[config.mk]
export PLATFORM = sky130hd
export DESIGN_NAME = serial_adder
export DESIGN_NICKNAME = d
export VERILOG_FILES = /design/src/rtl/serial_adder.sv
export SDC_FILE = /design/constraint.sdc
export NUM_CORES = 1
export LEC_CHECK = 0
export BUFFER_PORTS_ARGS = -buffer_cell sky130_fd_sc_hd__buf_2
export CORE_ASPECT_RATIO = 2
export CORE_MARGIN = 3
export CORE_UTILIZATION = 30
export CTS_BUF_LIST = sky130_fd_sc_hd__clkbuf_8
export DETAILED_ROUTE_END_ITERATION = 6
export SETUP_SLACK_MARGIN = 0.3
export SYNTH_ARGS = -nofsm -noshare
export SYNTH_HDL_FRONTEND = slang
export SYNTH_SLANG_ARGS = --single-unit
[constraint.sdc]
create_clock -name clk -period 1.45 [get_ports clk]
set_input_delay 0.2175 -clock clk [delete_from_list [all_inputs] [get_ports clk]]
set_output_delay 0.2175 -clock clk [all_outputs]
set_load 0.005 [all_outputs]
[src/rtl/serial_adder.sv]
// Digit-serial adder/subtractor: one DIGIT-bit slice plus a carry flop, LSB first.
// start/busy/done handshake; sum, cout and ovf hold until the next accepted start.
module serial_adder #(
    parameter int unsigned WIDTH = 8,
    parameter int unsigned DIGIT = 1
) (
    input  logic             clk,
    input  logic             reset_n,
    input  logic             start,
    input  logic             sub,
    input  logic [WIDTH-1:0] a,
    input  logic [WIDTH-1:0] b,
    input  logic             cin,
    output logic             busy,
    output logic             done,
    output logic [WIDTH-1:0] sum,
    output logic             cout,
    output logic             ovf
);

    localparam int unsigned NDIG  = WIDTH / DIGIT;
    localparam int unsigned CNT_W = (NDIG > 1) ? $clog2(NDIG) : 1;
    localparam logic [CNT_W-1:0] LAST = CNT_W'(NDIG - 1);

    typedef enum logic [1:0] {
        IDLE = 2'd0,
        RUN  = 2'd1,
        DONE = 2'd2
    } state_t;

    state_t           state;
    state_t           state_nxt;
    logic [WIDTH-1:0] op_a;
    logic [WIDTH-1:0] op_b;
    logic             carry;
    logic             sign_a;
    logic             sign_b;
    logic [CNT_W-1:0] cnt;

    logic             accept_c;
    logic             last_c;
    logic [DIGIT:0]   dsum_c;
    logic [WIDTH-1:0] sum_shift_c;

    assign last_c = (state == RUN) && (cnt == LAST);

    // One digit slice; the extra MSB is the carry into the next digit.
    assign dsum_c = {1'b0, op_a[DIGIT-1:0]} + {1'b0, op_b[DIGIT-1:0]} + (DIGIT+1)'(carry);

    // New digit enters the result from the MSB side.
    generate
        if (DIGIT == WIDTH) begin : g_single_digit
            assign sum_shift_c = dsum_c[DIGIT-1:0];
        end else begin : g_multi_digit
            assign sum_shift_c = {dsum_c[DIGIT-1:0], sum[WIDTH-1:DIGIT]};
        end
    endgenerate

    // State register.
    always_ff @(posedge clk or negedge reset_n) begin
        if (!reset_n) begin
            state <= IDLE;
        end else begin
            state <= state_nxt;
        end
    end

    // Next-state logic; start is only honoured in IDLE or DONE.
    always_comb begin
        state_nxt = state;
        accept_c  = 1'b0;
        case (state)
            IDLE: begin
                if (start) begin
                    accept_c  = 1'b1;
                    state_nxt = RUN;
                end
            end
            RUN: begin
                if (last_c) begin
                    state_nxt = DONE;
                end
            end
            DONE: begin
                if (start) begin
                    accept_c  = 1'b1;
                    state_nxt = RUN;
                end else begin
                    state_nxt = IDLE;
                end
            end
            default: state_nxt = IDLE;
        endcase
    end

    // Datapath and registered handshake outputs.
    always_ff @(posedge clk or negedge reset_n) begin
        if (!reset_n) begin
            busy   <= 1'b0;
            done   <= 1'b0;
            sum    <= '0;
            cout   <= 1'b0;
            ovf    <= 1'b0;
            op_a   <= '0;
            op_b   <= '0;
            carry  <= 1'b0;
            sign_a <= 1'b0;
            sign_b <= 1'b0;
            cnt    <= '0;
        end else begin
            busy <= (state_nxt == RUN);
            done <= (state_nxt == DONE);
            if (accept_c) begin
                // Subtract as a + ~b + ~borrow_in.
                op_a   <= a;
                op_b   <= sub ? ~b : b;
                carry  <= sub ? ~cin : cin;
                sign_a <= a[WIDTH-1];
                sign_b <= sub ? ~b[WIDTH-1] : b[WIDTH-1];
                cnt    <= '0;
                sum    <= '0;
            end else if (state == RUN) begin
                sum   <= sum_shift_c;
                op_a  <= op_a >> DIGIT;
                op_b  <= op_b >> DIGIT;
                carry <= dsum_c[DIGIT];
                cnt   <= last_c ? '0 : cnt + CNT_W'(1);
                if (last_c) begin
                    cout <= dsum_c[DIGIT];
                    ovf  <= (sign_a == sign_b) && (dsum_c[DIGIT-1] != sign_a);
                end
            end
        end
    end

endmodule

==> results summary <==
The flow ran to the end, and the final reports show no timing, DRC or antenna violations. The highest clock rate came out at 0.7224 GHz. The worst voltage drop across the vdd grid is 1207 µV.

In this run the number of H-tree levels came out at 2. The maximum number of pins on one net before global-route repair is 37. The combined global-route utilization of all metal layers came out at 0.1260. The total number of vias is 1,303. The final standard cell count with taps included and fillers excluded is 266. The number of core rows came out at 37. The total number of nets in the final design is 231. Summed over all instances, the cell type with the most area after synthesis is sky130_fd_sc_hd__dfrtp_1. Data arrives at the worst endpoint at 1.59 ns. The power density normalized to cell area came out at 2147 nW/µm².

For this design, the slowest cell found on the critical path is sky130_fd_sc_hd__fa_1. The launch point of the worst hold path is a[1]. Grouping stages by cell kind, the critical path spends the most delay in adder cells.

The worst setup path is captured at a flop. Synthesis produced 156 cells. The cell sitting at the root of the clock tree is a sky130_fd_sc_hd__clkbuf_8. Synthesis instantiated 31 different standard cells from the library. The critical-path maximum fanout came out at 2. The area growth from synthesis to layout is 36.34%. For the final database, setup skew stands at 0.004173 ns. For the final routed database, the setup TNS stands at 0 ns. The sequential-to-total area share from yosys stat came out at 0.5450.

The total wire length is 3732 µm. The setup-violating endpoint count in the final report came out at 0. The violation count after the first detailed-route iteration came out at 32. The count of warnings emitted by yosys is 0. The chip height is 111.0 µm. Across all register-to-register paths, the minimum setup slack is 0.07 ns.

The number of global-route vias before repair came out at 1,343. The CTS tree is built. The area of the core region is 5231 µm². For this configuration, the core starts out at a cell density of 0.3160. The count of pins over their slew limit is 0. The clock transition time at the flip-flop clock pins of the worst setup and hold paths came out at 0.07 ns. The synthesized design contains 36 register bits.

Setup repair after global routing could not meet its margin everywhere. Timing analysis after detailed placement gives a worst setup slack of 0.03734 ns. At the later pin of the worst-skew pair, clock insertion delay measures 0.28 ns. The depth of the most critical reg-to-reg path is 4.

The diode insertion count for antenna repair is 0. For hold timing, the worst endpoint is op_a[1]. The die covers 6490 µm². The count of fill cells added during filler insertion came out at 534. The share of post-route cells with drive strength above 1 is 0.4423.

The type of the setup path with the least slack is flop to flop. Sorting the synthesized cells by area gives the leading types as sky130_fd_sc_hd__dfrtp_1 55%, sky130_fd_sc_hd__nand2_1 7.5%, sky130_fd_sc_hd__a22o_1 4.2%. The number of vias per cell is 4.898. The transition time of the tightest slew-check pin came out at 0.4659 ns. The estimated wirelength of the detail-placed design came out at 2471 µm. The critical path starts at op_b[0]. Once detail routing completed, the nets flagged for antenna violations numbered 0. STA classifies the critical path startpoint as a flop. The share of the clock period used by the worst path is 0.9547. The count of maximum capacitance violations came out at 0. The width of the die is 58.49 µm. Measured against its own limit, the worst slew margin works out to 0.6894. The first-pass GRT wire length came out at 6258 µm. The signal on the critical path passes through inv_2 -> fa_1 -> or3_1 -> a31oi_1. The synthesized net count is 180. The remaining routing DRC violations is 0.

The endpoint identified for the worst register-to-register timing path is ovf. The post-route core utilization is 0.4308. The tightest hold path in the finished design has a slack of 0.1773 ns. The maximum clock path buffer count is 2.

The clock buffer count from CTS is 5. The leftover overflow at the end of global routing came out at 0. The buffering stage count on the worst path with inverters included is 1. The final weighted congestion in routability-driven placement is 0.7510. The final count of hold timing violations is 0. The critical path's largest stage delay is 0.42 ns. The number of top-level pins came out at 33.

The sink count of the clock tree came out at 36. The detailed-route wire length per cell is 14.03 µm. The multi-input combinational cell area came out at 805.8 µm². For this design the static power due to leakage is 1.054 nW. The post-synthesis instance area came out at 1653 µm². The data required time at the worst endpoint came out at 1.66 ns. The sequential cells in the finished layout cover a total of 902.1 µm².

The number of antenna violations at the first check in global routing came out at 0. The class of the tightest hold or removal check is input port to flop. The setup slack after layout came out at 0.06571 ns. The share of Yosys cell area claimed by the top area cell type is 0.5450. The instance count along the most critical hold path is 3. The number of detailed-routing iterations run before antenna repair came out at 4. The time the final worst path needs with I/O delays and setup came out at 1.384 ns. The total placed cells including tap cells came out at 245.

The mean instance size in the synthesized netlist came out at 10.60 µm². The worst register-to-register path begins at op_b[0]. The number of port buffers is 32.
## cells by family after synthesis
logic type	after synthesis	share of synthesized area
buffers and inverters	14	0.05071
AND/OR/NAND/NOR	61	0.1688
adder cells (fa/ha/maj)	3	0.02725
AO/OA/AOI/OAI	32	0.1544
XOR/XNOR	9	0.04769
multiplexers	1	0.006056
flip-flops	36	0.5450
## flip-flops by register name, indices dropped and copies added, names as in the netlist
signal and cells:
op_a 8, op_b 8, sum 8, cnt 3, state 2, busy 1, carry 1, cout 1
done 1, ovf 1, sign_a 1, sign_b 1
## placed cells by master (no fill, tap or decap), types with 3 or more instances in the layout
master / n
sky130_fd_sc_hd__dfrtp_1: 35
sky130_fd_sc_hd__buf_2: 32
sky130_fd_sc_hd__nand2_1: 22
sky130_fd_sc_hd__nor2_1: 12
sky130_fd_sc_hd__buf_4: 10
sky130_fd_sc_hd__nand2_2: 9
sky130_fd_sc_hd__buf_6: 9
sky130_fd_sc_hd__a22o_1: 8
sky130_fd_sc_hd__xor2_1: 7
sky130_fd_sc_hd__a31oi_1: 6
sky130_fd_sc_hd__clkbuf_8: 5
sky130_fd_sc_hd__a31oi_2: 4
sky130_fd_sc_hd__a21oi_1: 4
sky130_fd_sc_hd__o21ai_1: 3
sky130_fd_sc_hd__nand3_1: 3
sky130_fd_sc_hd__nand3b_1: 3
## where the power goes
group / internal (mW) / switching [mW]
clock: 0.509 / 0.365
combinational: 1.14 / 1.06
sequential: 1.45 / 0.311
total: 3.10 / 1.74
## worst register-to-register path, delay by kind of cell, from the launching register on
| kind | cells | cell delay [ns] |
|---|---|---|
| AO/OA/AOI/OAI | 1 | 0.12 |
| adder cells (fa/ha/maj) | 1 | 0.42 |
| flip-flops | 1 | 0.39 |
| AND/OR/NAND/NOR | 1 | 0.31 |
| buffers and inverters | 1 | 0.06 |
## area by class of cell
cell class              instances  area share
flip-flops and latches         36      0.4003
repair buffers                 52      0.1538
inverters                       4    0.006663
clock buffers                   5     0.03054
multi-input cells             108      0.3576
clock inverters                 3     0.01888
well taps                      58     0.03220
## per-stage QoR
stage                     total power [mW]  area [µm²]
after global placement               3.385        1909
after floorplan                      2.924        1680
after CTS                            4.632        2165
after global routing                 5.180        2253
final                                4.839        2253
after detailed placement             3.410        1909
## layer usage
layer / up-vias / track usage / part of all wire
met5: - / 0 / 0
met4: 0 / 0.06656 / 0.032
met3: 10 / 0.02681 / 0.031
met2: 26 / 0.2024 / 0.54
met1: 634 / 0.1522 / 0.40
li1: 633 / - / -
## worst max-delay path by stage
stage	cells after the start	end
final	4	ovf
after floorplan	4	ovf
after global routing	4	ovf
after global placement	4	ovf
after CTS	4	ovf
after detailed placement	4	ovf
## cell usage after synthesis
cell                        count
sky130_fd_sc_hd__dfrtp_1       36
sky130_fd_sc_hd__nand2_1       33
sky130_fd_sc_hd__nor2_1        12
sky130_fd_sc_hd__a22o_1         8
sky130_fd_sc_hd__a31oi_1        7
sky130_fd_sc_hd__buf_2          7
sky130_fd_sc_hd__xor2_1         7
sky130_fd_sc_hd__a31oi_2        5
sky130_fd_sc_hd__a21oi_1        4
sky130_fd_sc_hd__buf_6          3
sky130_fd_sc_hd__inv_1          3
sky130_fd_sc_hd__nand3_1        3
sky130_fd_sc_hd__nand3b_1       3
sky130_fd_sc_hd__o21ai_1        3
sky130_fd_sc_hd__a221o_1        2
sky130_fd_sc_hd__ha_1           2
sky130_fd_sc_hd__nand2b_1       2
sky130_fd_sc_hd__or3_1          2
sky130_fd_sc_hd__xnor2_1        2
sky130_fd_sc_hd__a22oi_1        1
sky130_fd_sc_hd__and2_1         1
sky130_fd_sc_hd__and2_4         1
sky130_fd_sc_hd__and2b_4        1
sky130_fd_sc_hd__fa_1           1
sky130_fd_sc_hd__inv_2          1
sky130_fd_sc_hd__mux2i_1        1
sky130_fd_sc_hd__nor2_4         1
sky130_fd_sc_hd__nor2b_1        1
sky130_fd_sc_hd__nor3_1         1
sky130_fd_sc_hd__o211ai_1       1
sky130_fd_sc_hd__o2bb2ai_1      1
## repair_timing
| item | 4_1_cts | 5_1_grt |
|---|---|---|
| hold endpoints to repair | 36 | 0 |
| pin swaps | 22 | 10 |
| gates resized for setup | 21 | 15 |
| setup buffers | 6 | 2 |
| gates cloned | 4 | 0 |
| hold buffers | 1 | 0 |
| setup endpoints to repair | 28 | 32 |
(Power assumes the default switching activity.)
